### src/rtl/led_blink_scheduler_pkg.sv
// Shared types, defaults and the packed-bus field extractor for the LED blink scheduler.
package led_pkg;

  typedef enum logic [1:0] {
    IDLE = 2'd0,
    ON   = 2'd1,
    OFF  = 2'd2,
    DONE = 2'd3
  } led_state_e;

  localparam int unsigned TICK_DIV_DFLT = 50_000_000;
  localparam int unsigned FIELD_BUS_W   = 256;
  localparam int unsigned FIELD_W_MAX   = 32;

  // Callers zero-extend their bus to FIELD_BUS_W and truncate the result to the field width.
  function automatic logic [FIELD_W_MAX-1:0] field_get(input logic [FIELD_BUS_W-1:0] bus,
                                                       input int unsigned idx,
                                                       input int unsigned w);
    logic [FIELD_BUS_W-1:0] mask;
    mask = ~({FIELD_BUS_W{1'b1}} << w);
    return FIELD_W_MAX'((bus >> (idx * w)) & mask);
  endfunction

endpackage

### src/rtl/led_blink_scheduler_if.sv
// Requester-side bundle of the LED blink scheduler: requests, pattern fields and status.
interface led_blink_scheduler_if #(
  parameter int unsigned N_REQ = 4,
  parameter int unsigned LEN_W = 8,
  parameter int unsigned REP_W = 8
);
  logic [N_REQ-1:0]       req;
  logic [N_REQ*LEN_W-1:0] on_len;
  logic [N_REQ*LEN_W-1:0] off_len;
  logic [N_REQ*REP_W-1:0] blink_cnt;
  logic [N_REQ-1:0]       grant;
  logic [N_REQ-1:0]       done;
  logic                   busy;
  logic                   led;

  modport master (output req, on_len, off_len, blink_cnt,
                  input  grant, done, busy, led);
  modport slave  (input  req, on_len, off_len, blink_cnt,
                  output grant, done, busy, led);
endinterface

### src/rtl/led_blink_scheduler_tick.sv
// Timing prescaler: one-cycle tick every TICK_DIV clocks, restartable with clr.
module led_tick_gen
  import led_pkg::*;
#(
  parameter int unsigned TICK_DIV = TICK_DIV_DFLT
) (
  input  logic clk,
  input  logic rst_n,
  input  logic clr,
  output logic tick
);
  localparam int unsigned CNT_W = $clog2(TICK_DIV);

  logic [CNT_W-1:0] cnt_q, cnt_d;

  assign tick = (cnt_q == CNT_W'(TICK_DIV - 1));

  always_comb begin
    cnt_d = cnt_q + 1'b1;
    if (clr || tick) cnt_d = '0;
  end

  always_ff @(posedge clk or negedge rst_n) begin
    if (!rst_n) cnt_q <= '0;
    else        cnt_q <= cnt_d;
  end
endmodule

### src/rtl/led_blink_scheduler.sv
// Round-robin owner of one LED: latches a requester's blink pattern and plays it to completion.
module led_blink_scheduler
  import led_pkg::*;
#(
  parameter int unsigned N_REQ    = 4,
  parameter int unsigned TICK_DIV = TICK_DIV_DFLT,
  parameter int unsigned LEN_W    = 8,
  parameter int unsigned REP_W    = 8
) (
  input logic                  clk,
  input logic                  rst_n,
  led_blink_scheduler_if.slave io
);
  localparam int unsigned IDX_W = $clog2(N_REQ);

  led_state_e        state_q, state_d;
  logic [N_REQ-1:0]  grant_q, grant_d;
  logic [IDX_W-1:0]  owner_q, owner_d;
  logic [IDX_W-1:0]  rr_q, rr_d;
  logic [LEN_W-1:0]  on_q, on_d;
  logic [LEN_W-1:0]  off_q, off_d;
  logic [LEN_W-1:0]  phase_q, phase_d;
  logic [REP_W-1:0]  rep_q, rep_d;

  logic              tick;
  logic              clr;
  logic              win_vld;
  logic [IDX_W-1:0]  win_idx;
  logic [LEN_W-1:0]  on_sel, off_sel;
  logic [REP_W-1:0]  cnt_sel;

  function automatic logic [LEN_W-1:0] len_min1(input logic [LEN_W-1:0] v);
    return (v == '0) ? LEN_W'(1) : v;
  endfunction

  assign clr = !((state_q == ON) || (state_q == OFF));

  led_tick_gen #(.TICK_DIV(TICK_DIV)) u_tick (
    .clk  (clk),
    .rst_n(rst_n),
    .clr  (clr),
    .tick (tick)
  );

  // First asserted request at or above the rr pointer, wrapping.
  always_comb begin
    int unsigned      pos;
    logic [IDX_W-1:0] cand;
    win_vld = 1'b0;
    win_idx = '0;
    pos     = 0;
    cand    = '0;
    for (int unsigned k = 0; k < N_REQ; k++) begin
      pos  = (32'(rr_q) + k) % N_REQ;
      cand = IDX_W'(pos);
      if (!win_vld && io.req[cand]) begin
        win_vld = 1'b1;
        win_idx = cand;
      end
    end
  end

  assign on_sel  = LEN_W'(field_get(FIELD_BUS_W'(io.on_len),    32'(win_idx), LEN_W));
  assign off_sel = LEN_W'(field_get(FIELD_BUS_W'(io.off_len),   32'(win_idx), LEN_W));
  assign cnt_sel = REP_W'(field_get(FIELD_BUS_W'(io.blink_cnt), 32'(win_idx), REP_W));

  always_comb begin
    state_d = state_q;
    grant_d = grant_q;
    owner_d = owner_q;
    rr_d    = rr_q;
    on_d    = on_q;
    off_d   = off_q;
    phase_d = phase_q;
    rep_d   = rep_q;
    unique case (state_q)
      IDLE: begin
        grant_d = '0;
        if (win_vld) begin
          grant_d = N_REQ'(1) << win_idx;
          owner_d = win_idx;
          rr_d    = (win_idx == IDX_W'(N_REQ - 1)) ? '0 : win_idx + 1'b1;
          on_d    = len_min1(on_sel);
          off_d   = len_min1(off_sel);
          phase_d = len_min1(on_sel);
          rep_d   = cnt_sel;
          state_d = (cnt_sel == '0) ? DONE : ON;
        end
      end
      ON: begin
        if (!io.req[owner_q]) begin
          state_d = IDLE;
          grant_d = '0;
        end else if (tick) begin
          if (phase_q == LEN_W'(1)) begin
            state_d = OFF;
            phase_d = off_q;
          end else begin
            phase_d = phase_q - 1'b1;
          end
        end
      end
      OFF: begin
        if (!io.req[owner_q]) begin
          state_d = IDLE;
          grant_d = '0;
        end else if (tick) begin
          if (phase_q == LEN_W'(1)) begin
            rep_d = rep_q - 1'b1;
            if (rep_q == REP_W'(1)) begin
              state_d = DONE;
            end else begin
              state_d = ON;
              phase_d = on_q;
            end
          end else begin
            phase_d = phase_q - 1'b1;
          end
        end
      end
      DONE: begin
        state_d = IDLE;
        grant_d = '0;
      end
      default: state_d = IDLE;
    endcase
  end

  always_ff @(posedge clk or negedge rst_n) begin
    if (!rst_n) begin
      state_q <= IDLE;
      grant_q <= '0;
      owner_q <= '0;
      rr_q    <= '0;
      on_q    <= '0;
      off_q   <= '0;
      phase_q <= '0;
      rep_q   <= '0;
    end else begin
      state_q <= state_d;
      grant_q <= grant_d;
      owner_q <= owner_d;
      rr_q    <= rr_d;
      on_q    <= on_d;
      off_q   <= off_d;
      phase_q <= phase_d;
      rep_q   <= rep_d;
    end
  end

  assign io.grant = grant_q;
  assign io.done  = (state_q == DONE) ? grant_q : '0;
  assign io.busy  = (state_q != IDLE);
  assign io.led   = (state_q == ON);
endmodule

### src/flat_wrapper.sv
// flat-port wrapper written by rule: the top's interface ports become plain ports
module led_blink_scheduler_flat import led_pkg::*;
#(
  parameter int unsigned N_REQ    = 4,
  parameter int unsigned TICK_DIV = TICK_DIV_DFLT,
  parameter int unsigned LEN_W    = 8,
  parameter int unsigned REP_W    = 8
)
  (clk, rst_n, io_req, io_on_len, io_off_len, io_blink_cnt, io_grant, io_done, io_busy, io_led);
  led_blink_scheduler_if #(.N_REQ(N_REQ), .LEN_W(LEN_W), .REP_W(REP_W)) io_i ();
  input logic clk;
  input logic rst_n;
  input wire logic [$bits(io_i.req)-1:0] io_req;
  input wire logic [$bits(io_i.on_len)-1:0] io_on_len;
  input wire logic [$bits(io_i.off_len)-1:0] io_off_len;
  input wire logic [$bits(io_i.blink_cnt)-1:0] io_blink_cnt;
  output wire logic [$bits(io_i.grant)-1:0] io_grant;
  output wire logic [$bits(io_i.done)-1:0] io_done;
  output wire logic [$bits(io_i.busy)-1:0] io_busy;
  output wire logic [$bits(io_i.led)-1:0] io_led;
  assign io_i.req = io_req;
  assign io_i.on_len = io_on_len;
  assign io_i.off_len = io_off_len;
  assign io_i.blink_cnt = io_blink_cnt;
  assign io_grant = io_i.grant;
  assign io_done = io_i.done;
  assign io_busy = io_i.busy;
  assign io_led = io_i.led;
  led_blink_scheduler #(.N_REQ(N_REQ), .TICK_DIV(TICK_DIV), .LEN_W(LEN_W), .REP_W(REP_W)) u_core (.clk(clk), .rst_n(rst_n), .io(io_i));
endmodule
### config.mk
export PLATFORM = sky130hd
export DESIGN_NAME = led_blink_scheduler_flat
export DESIGN_NICKNAME = d
export VERILOG_FILES = /design/src/rtl/led_blink_scheduler_pkg.sv /design/src/rtl/led_blink_scheduler_if.sv /design/src/rtl/led_blink_scheduler_tick.sv /design/src/rtl/led_blink_scheduler.sv /design/src/flat_wrapper.sv
export SDC_FILE = /design/constraint.sdc
export NUM_CORES = 1
export LEC_CHECK = 0
export ABC_AREA = 1
export BUFFER_PORTS_ARGS = -buffer_cell sky130_fd_sc_hd__buf_2
export CAP_MARGIN = 10
export CORE_ASPECT_RATIO = 1.2
export CORE_MARGIN = 3
export CORE_UTILIZATION = 40
export DETAILED_ROUTE_END_ITERATION = 10
export HOLD_SLACK_MARGIN = 0.06
export PLACE_DENSITY_LB_ADDON = 0.15
export SYNTH_ARGS = -nofsm -noshare
export SYNTH_HDL_FRONTEND = slang
export SYNTH_HIERARCHICAL = 1
export SYNTH_SLANG_ARGS = --single-unit
export TNS_END_PERCENT = 10
### constraint.sdc
create_clock -name clk -period 2 [get_ports clk]
set_clock_uncertainty 0.15 [all_clocks]
set_input_delay 0.4 -clock clk [delete_from_list [all_inputs] [get_ports clk]]
set_output_delay 0.4 -clock clk [all_outputs]
set_load 0.005 [all_outputs]
==> out/metrics.yaml, run 1 <==
max_clock_freq_mhz: 413
portBuffers: 111
slowest_stage: "dfrtp_1"
start_util_pct: 41.0
cts_made_buffers: 9
clockBufferDepth: 2
worstHoldPathCells: 5
path_cells: "inv_2, nand2_4, nand2_4, nand2_4, nand2_4, nor2_8, nand3_2, nand3_2, nand2_4, inv_6, buf_12, buf_12, nand3_4, nand2_1, nand2_1, nor2_1, nand3_1, a21oi_1"
avgSynthCellArea_sq_um: 6.58
fin_util_pct: 60.3
cp-start-kind: "flop"
arrival_ns: 2.53
cp_top_family: "simple AND/OR/NAND/NOR gates"
timing.critical_path.mode_cell: "nand2_4"
antenna_found_initial: 0
firstDrtPassIters: 4
syn_inst: 790
totalPowerFinal_mw: 16.0
grt_max_degree: 69
tightest_slew_ns: 0.374
synth-edff-count: 0
crit_fanout: 8
dr_total_vias: 5816
syn_nets: 908
cts_tree: "yes"
drive_gt1_share_pct: 35.7
violations: "setup timing"
antenna_left: 0
grt_pass1_vias: 5434
viasPerCell: 4.91
drv_cap: 0
period_minus_slack_ns: 2.42
grtUsageTotal_pct: 21.5
clk_latency_ns: 0.33
ios: 112
worst_slack_ns: -0.421
final_nets: 1136
multi_input_area_sq_um: 3390
tns_ns: -11.24
timing_worst_setup_path_type: "reg -> reg"
die_area_sq_um: 14400
period_share_pct: 121
wl_mm: 15.7
ys_ff_latch: 68
critPathRequiredTime_ns: 2.11
ys.flop_type: "dfrtp_1"
drcViolationCount: 0
die_y_microns: 131
final-hold-violation-count: 0
irDropWorstVdd_mv: 1.90
fillers: 1243
hp-class: "in -> reg"
p_leak_nw: 3.85
drtIter0Drc: 212
r2r_cells: 18
die_x_microns: 110
ys_seq_area_share_pct: 32.8
slew_violations: 0
crit_cells: 18
path_buf_inv: 4
gp_congestion: 0.866
end_kind: "flop"
whs_ns: 0.307
rows: 45
clockRootBuffer: "clkbuf_16"
hpwlAfterDp_mm: 11.2
status: "finished, violations left"
htree_levels: 3
rsz0062_at_grt: "true"
grt_first_pass_wirelength_mm: 24.7
clkTransAtPathRegs_ns: 0.05
clkSinkCount: 68
p_per_area_nw_per_um2: 2100
setup_viol: 41
slowest_delay_ns: 0.47
pre_cts_slack_ns: -0.423
synthArstFlopShare_pct: 100
wl_per_cell_microns: 13.2
diodes: 0
synth_area_sq_um: 5190
yosysWarnings: 6
syn_to_final_growth_pct: 47.1
coreArea_sq_um: 12700
slew_headroom_pct: 75.1
synth_cell_types: 40
grt.overflow.total: 0
seq_area_sq_um: 1700
## Yosys cell counts (all sizes together) (2+ instances only)
cell,count,area [sq um]
nand4,4,25.0
a21oi,17,88.8
o22ai,5,31.3
ha,16,200
o21a,2,15.0
nor2,97,400
o211ai,3,22.5
nor4,2,12.5
clkinv,2,7.51
a22o,2,17.5
buf,17,131
inv,70,265
xnor2,7,61.3
o21ai,60,300
xor2,14,123
nor3,5,25.0
a221oi,3,26.3
nand3,97,518
a22oi,2,15.0
nand2,275,1080
o221ai,2,17.5
clkbuf,11,41.3
dfrtp,68,1700
a31oi,6,37.5
## worst paths after layout
path / start / slack, ns / end
min in group asynchronous: rst_n / 0.47 / u_core/u_tick/cnt_q[2]$_DFF_PN0_
max: u_core/rr_q[1]$_DFFE_PN0P_ / -0.42 / u_core/state_q[1]$_DFFE_PN0P_
max in group asynchronous: rst_n / 0.91 / u_core/rr_q[0]$_DFFE_PN0P_
min: io_off_len[17] / 0.31 / u_core/off_q[1]$_DFFE_PN0P_
max reg2reg: u_core/rr_q[1]$_DFFE_PN0P_ / -0.42 / u_core/state_q[1]$_DFFE_PN0P_
min reg2reg: u_core/on_q[1]$_DFFE_PN0P_ / 0.33 / u_core/on_q[1]$_DFFE_PN0P_
## through the flow
step                cell area [sq um]  instances
floorplan                        5200        790
global placement                 6700       1149
detailed placement               6700       1149
CTS                              7280       1172
global route                     7640       1185
finish                           7640       1185
## layer usage
metal  vias up  share of wire, %  track usage [%]
met3        33               2.9             3.39
met5         -                 0                0
met2       109                53             38.9
li1       3012                 -                -
met1      2662                41             25.5
met4         0               3.2             7.78
## state kept, by name (all words and copies together) (netlist names)
name	cells
u_core/u_tick/cnt_q	26
u_core/off_q	8
u_core/on_q	8
u_core/phase_q	8
u_core/rep_q	8
u_core/io.grant	4
u_core/owner_q	2
u_core/rr_q	2
u_core/state_q	2
## final cells by class
class,count,share of cell area (%)
Sequential cell,68,22.3
Clock inverter,2,0.459
Inverter,72,3.80
Tap cell,164,2.69
Timing Repair Buffer,242,22.7
Timing Repair inverter,3,0.360
Clock buffer,12,3.36
Multi-Input combinational cell,622,44.4
## layout by cell type, fill, tap and decap left out, types with 3 or more instances in the layout
cell       Yosys  final
buf_6          5     10
nand2_2        6     37
nand3_2        4     17
o22ai_1        5      5
a21oi_1       16     13
a221oi_1       3      3
a31oi_1        6      6
buf_4          6    108
o21ai_2        0      7
nand3_1       92     75
nand3_4        1      5
nand2_1      265    228
buf_12         0      8
ha_1          16     13
inv_2          4      7
dfrtp_1       68     66
nand4_1        4      4
buf_2          6    111
nand2_4        4      9
a21oi_2        1      4
o21ai_0       56     26
xor2_1        14     14
nor2_2         5      6
nor3_1         5      4
xnor2_1        7      7
o21ai_1        4     27
o211ai_1       3      3
ha_4           0      3
nor2_1        90     88
clkbuf_16      0     10
inv_1         65     60
## power by group
part           switching (mW)  total, mW  internal [mW]
combinational            6.59       12.2           5.65
sequential              0.334       2.20           1.87
clock                   0.567       1.58           1.02
## worst reg2reg max path: stages (launching register included)
cell and delay (ns):
dfrtp_1 0.47, inv_2 0.13, nand2_4 0.10, nand2_4 0.07
nand2_4 0.07, nand2_4 0.06, nor2_8 0.13, nand3_2 0.08
nand3_2 0.09, nand2_4 0.08, inv_6 0.10, buf_12 0.15
buf_12 0.13, nand3_4 0.07, nand2_1 0.08, nand2_1 0.05
nor2_1 0.10, nand3_1 0.07, a21oi_1 0.14
## what timing repair did
item,in CTS,in global routing
pin swaps,7,44
gates resized for setup,75,71
gates cloned,5,2
setup buffers,3,11
hold buffers,1,0
setup endpoints to repair,41,42
endpoints found under the hold margin,68,0
## kinds of logic (layout without fill, tap and decap cells)
family / count (synthesis) / count (layout) / synth area share (%)
simple gates: 480 / 480 / 39.6
buf+inv: 100 / 331 / 8.57
fa+ha+maj: 16 / 16 / 3.85
flops: 68 / 68 / 32.8
xor+xnor: 21 / 21 / 3.54
compound gates: 105 / 105 / 11.7
(Power assumes the default switching activity.)
==> inputs of run 2 (changes only) <==
- ABC_AREA: 1 -> 0
- SLEW_MARGIN: not set -> 20
==> out/metrics.yaml, run 2 <==
syn_to_final_growth_pct: 53.9
grtUsageTotal_pct: 26.0
period_share_pct: 129
cts_made_buffers: 9
slew_violations: 0
gp_congestion: 0.910
p_leak_nw: 3.61
portBuffers: 111
pwr-share-seq_pct: 20.8
synthArstFlopShare_pct: 100
irDropWorstVdd_mv: 0.735
p_switching_mw: 4.63
cp-start-kind: "flop"
p_int_mw: 6.14
antenna_found_initial: 0
hpwlAfterDp_mm: 13.7
worst_slack_ns: -0.586
syn_nets: 731
firstDrtPassIters: 7
avgSynthCellArea_sq_um: 8.08
multi_input_area_sq_um: 3430
synth_area_leaders: "dfrtp_1, nand3_1, nand2_1"
arrival_ns: 2.69
ys_seq_area_share_pct: 34.4
comb_power_share_pct: 64.3
pre_cts_slack_ns: -0.711
ys.flop_type: "dfrtp_1"
ios: 112
grt_pass1_vias: 5886
hp-class: "in -> reg"
final-hold-violation-count: 0
synth_top_area_share_pct: 34.4
syn_inst: 613
dr_total_vias: 5729
die_y_microns: 128
wl_per_cell_microns: 17.4
coreArea_sq_um: 11800
antenna_left: 0
diodes: 0
viasPerCell: 5.63
yosysWarnings: 6
clock_power_share_pct: 14.9
critPathRequiredTime_ns: 2.10
rows: 43
max_clock_freq_mhz: 387
drive_gt1_share_pct: 44.1
ys_ff_latch: 68
timing_worst_setup_path_type: "reg -> reg"
fillers: 1011
tightest_slew_ns: 0.408
drv_cap: 0
clkTransAtPathRegs_ns: 0.06
synth_most_common_cell: "nand2_1"
grt_first_pass_wirelength_mm: 28.4
setup_viol: 31
synth_top_cell_by_area: "dfrtp_1"
largest_reg_flops: 26
clockRootBuffer: "clkbuf_16"
design_area_sq_um: 7620
seq_area_sq_um: 1700
synthTopCellsByCount: "nand2_1, dfrtp_1, nand3_1"
drtIter0Drc: 368
die_area_sq_um: 13800
status: "finished, violations left"
p_per_area_nw_per_um2: 1410
layout_common_cells: "buf_4, buf_2, dfrtp_1, nand2_1, nand3_1"
period_minus_slack_ns: 2.59
grt.overflow.total: 0
drcViolationCount: 0
top_register: "u_core/u_tick/cnt_q"
synth_cell_types: 64
wl_mm: 17.7
final_nets: 973
clk_latency_ns: 0.34
die_x_microns: 108
place_area_sq_um: 6800
p_sw_share_pct: 43.0
whs_ns: 0.338
slew_headroom_pct: 72.8
cts_tree: "yes"
clockBufferDepth: 2
layout_commonest_cell: "buf_4"
violations: "setup timing"
clkSinkCount: 68
synth_area_sq_um: 4950
grt_max_degree: 69
start_util_pct: 41.8
htree_levels: 3
end_kind: "flop"
totalPowerFinal_mw: 10.8
synth-edff-count: 0
rsz0062_at_grt: "true"
crit_fanout: 12
[run 2: power groups by stage]
stage          Combinational, mW  Sequential, mW  Clock [mW]
3_5_place_dp                6.00            2.24           0
6_report                    6.92            2.24        1.61
2_1_floorplan               3.46            2.15           0
4_1_cts                     6.49            2.22        1.63
5_1_grt                     7.53            2.30        1.69
3_3_place_gp                5.88            2.21           0
[run 2: layout make-up]
class	instances	share of cell area (%)
clock buffer	9	2.96
clock inverter	7	0.986
inverter	18	0.920
multi-input combinational	491	45.0
sequential	68	22.3
tap	157	2.58
timing repair buffer	267	25.2
[run 2: path summary, 6_finish.rpt]
kind,startpoint,end,slack (ns),depth (start not counted)
setup / recovery,u_core/rr_q[1]$_DFFE_PN0P_,u_core/state_q[1]$_DFFE_PN0P_,-0.59,9
hold / removal,io_on_len[11],u_core/on_q[3]$_DFFE_PN0P_,0.34,4
setup reg to reg,u_core/rr_q[1]$_DFFE_PN0P_,u_core/state_q[1]$_DFFE_PN0P_,-0.59,9
hold reg to reg,u_core/on_q[6]$_DFFE_PN0P_,u_core/on_q[6]$_DFFE_PN0P_,0.34,2
max in group asynchronous,rst_n,u_core/off_q[7]$_DFFE_PN0P_,0.93,3
min in group asynchronous,rst_n,u_core/phase_q[5]$_DFFE_PN0P_,0.47,3
[run 2: metrics by stage]
stage	cells	setup TNS [ns]	utilization (%)
6_report	1017	-7.90	64.4
5_1_grt	1017	-13.18	64.4
4_1_cts	1014	-7.88	62.5
3_5_place_dp	986	-14.94	57.4
3_3_place_gp	986	-12.22	57.4
2_1_floorplan	613	-7.14	-
[run 2: per-layer routing]
layer | global-route usage, % | vias to the layer above | wire length [microns]
met4 | 10.3 | 0 | 549
met1 | 30.7 | 2752 | 6830
met2 | 46.6 | 181 | 9340
met5 | 0 | - | 0
li1 | - | 2756 | -
met3 | 4.28 | 40 | 972
[run 2: critical path, cell delays in order, from the launching register on]
cell and delay (ns):
dfrtp_1 0.40, and2_4 0.16, o21a_1 0.20, nor3_4 0.27, inv_2 0.10, buf_12 0.16, a211oi_4 0.18, o22ai_2 0.12
or4_4 0.55, a31oi_1 0.20
[run 2: repair_timing]
action | 4_1_cts | 5_1_grt
hold endpoints to repair | 68 | 0
pin swaps | 30 | 26
gates resized for setup | 64 | 53
buffers inserted | 10 | 5
hold buffers | 1 | 0
setup endpoints to repair | 38 | 64
gates cloned | 1 | 0
[run 2: cell families after synthesis]
group | after synthesis | synth area share [%]
AND/OR/NAND/NOR | 283 | 30.0
AO/OA/AOI/OAI | 171 | 22.7
flip-flops | 68 | 34.4
buffers and inverters | 54 | 4.68
XOR/XNOR | 17 | 3.01
adder cells (fa/ha/maj) | 16 | 4.04
multiplexers | 4 | 1.14
==> inputs of run 3 (changes only) <==
- CORE_ASPECT_RATIO: 1.2 -> 0.5
- HOLD_SLACK_MARGIN: 0.06 -> 0.12
- PLACE_DENSITY: not set -> 0.65
- PLACE_DENSITY_LB_ADDON: 0.15 -> not set
==> out/metrics.yaml, run 3 (same netlist as run 2, synthesis figures left out) <==
grt_first_pass_wirelength_mm: 26.7
rrSetupSlack_ns: -0.59
grtUsageTotal_pct: 24.0
antenna_found_initial: 0
period_share_pct: 130
coreArea_sq_um: 11900
dr_total_vias: 5798
drv_cap: 0
drtIter0Drc: 409
hpwlAfterDp_mm: 12.7
clkTransAtPathRegs_ns: 0.06
tightest_slew_ns: 0.559
critPathRequiredTime_ns: 2.11
syn_to_final_growth_pct: 58.4
worst_slack_ns: -0.593
start_util_pct: 41.4
portBuffers: 111
period_minus_slack_ns: 2.59
gp_congestion: 0.939
grt_pass1_vias: 5680
cp-start-kind: "flop"
layout_common_cells: "buf_4, buf_2, nand2_1, dfrtp_1, nand3_1"
r2r_cells: 9
timing_worst_setup_path_type: "reg -> reg"
rsz0062_at_grt: "true"
wl_per_cell_microns: 16.5
pre_cts_slack_ns: -0.655
worstHoldPathCells: 5
end_kind: "flop"
p_leak_nw: 3.72
grt.overflow.total: 0
wl_mm: 17.2
die_y_microns: 84.7
die_area_sq_um: 13800
whs_ns: 0.326
firstDrtPassIters: 5
largest_reg_flops: 26
final_nets: 990
design_area_sq_um: 7840
timing.rr.end: "u_core/state_q[1]$_DFFE_PN0P_"
final-hold-violation-count: 0
rr_startpoint: "u_core/rr_q[0]$_DFFE_PN0P_"
layout_commonest_cell: "buf_4"
viasPerCell: 5.56
clockRootBuffer: "clkbuf_16"
place_area_sq_um: 6860
ios: 112
htree_levels: 3
totalPowerFinal_mw: 10.8
clk_latency_ns: 0.33
crit_fanout: 6
cts_made_buffers: 9
violations: "setup timing"
irDropWorstVdd_mv: 0.736
drcViolationCount: 0
min_to: "u_core/off_q[0]$_DFFE_PN0P_"
p_per_area_nw_per_um2: 1380
drive_gt1_share_pct: 45.7
hp-class: "in -> reg"
die_x_microns: 163
antenna_left: 0
min_from: "io_off_len[0]"
arrival_ns: 2.70
diodes: 0
cts_tree: "yes"
slew_headroom_pct: 62.6
grt_max_degree: 69
max_clock_freq_mhz: 386
rows: 28
top_register: "u_core/u_tick/cnt_q"
clkSinkCount: 68
clockBufferDepth: 2
slew_violations: 0
status: "finished, violations left"
setup_viol: 62
-- run 3: cell types whose count changed in the layout (fill, tap and decap cells not counted), moves of 4 or more --
cell     before  now
buf_6        13   19
buf_4       130  142
nand3_2       4   16
ha_1         10   14
and3_4        2    6
nand3_1      59   46
and3_1       26   22
-- run 3: routing by layer --
layer  up-vias  track usage, %  part of all wire (%)
met1      2802            29.9                    43
met3        32            5.03                   4.8
met4         0            5.91                   1.8
met2       167            42.7                    50
met5         -               0                     0
li1       2797               -                     -
-- run 3: repair_timing --
item | 4_1_cts | 5_1_grt
hold endpoints to repair | 68 | 0
gates resized for setup | 38 | 93
buffers inserted | 4 | 9
gates cloned | 1 | 5
hold buffers | 1 | 0
endpoints found under the setup margin | 41 | 66
pin swaps | 15 | 40
-- run 3: critical path, cell delays in order (launching register included) --
cell and delay [ns]:
dfrtp_1 0.41, buf_6 0.12, nand2b_4 0.12, o211ai_1 0.19, clkbuf_16 0.23, and3_1 0.16
a211oi_1 0.31, o22ai_1 0.15, or4_4 0.55, a31oi_1 0.13
-- run 3: worst max path at each step --
stage | cells past startpoint | to | from
global placement | 10 | u_core/state_q[1]$_DFFE_PN0P_ | io_req[0]
detailed placement | 9 | u_core/off_q[0]$_DFFE_PN0P_ | io_req[0]
CTS | 8 | u_core/off_q[0]$_DFFE_PN0P_ | u_core/rr_q[1]$_DFFE_PN0P_
floorplan | 10 | u_core/state_q[1]$_DFFE_PN0P_ | u_core/rr_q[1]$_DFFE_PN0P_
finish | 9 | u_core/state_q[1]$_DFFE_PN0P_ | u_core/rr_q[0]$_DFFE_PN0P_
global route | 11 | u_core/phase_q[0]$_DFFE_PN0P_ | u_core/rr_q[0]$_DFFE_PN0P_
-- run 3: report_power, final --
| part | switching (mW) | internal [mW] | leakage, nW |
|---|---|---|---|
| Combinational | 3.70 | 3.49 | 2.73 |
| Sequential | 0.348 | 1.85 | 0.870 |
| Clock | 0.586 | 0.874 | 0.122 |
-- run 3: layout make-up --
class / instances / area [sq um]
Tap cell: 165 / 206
Timing Repair Buffer: 283 / 2060
Sequential cell: 68 / 1700
Inverter: 18 / 72.6
Multi-Input combinational cell: 492 / 3530
Clock inverter: 3 / 22.5
Fill cell: 985 / 4100
Clock buffer: 13 / 250
-- run 3: per-stage QoR --
stage / setup TNS (ns) / cells / util, %
4_1_cts: -17.01 / 1028 / 61.2
3_3_place_gp: -10.98 / 1006 / 57.4
6_report: -16.31 / 1042 / 65.6
2_1_floorplan: -7.14 / 613 / -
3_5_place_dp: -12.25 / 1006 / 57.4
5_1_grt: -23.20 / 1042 / 65.6
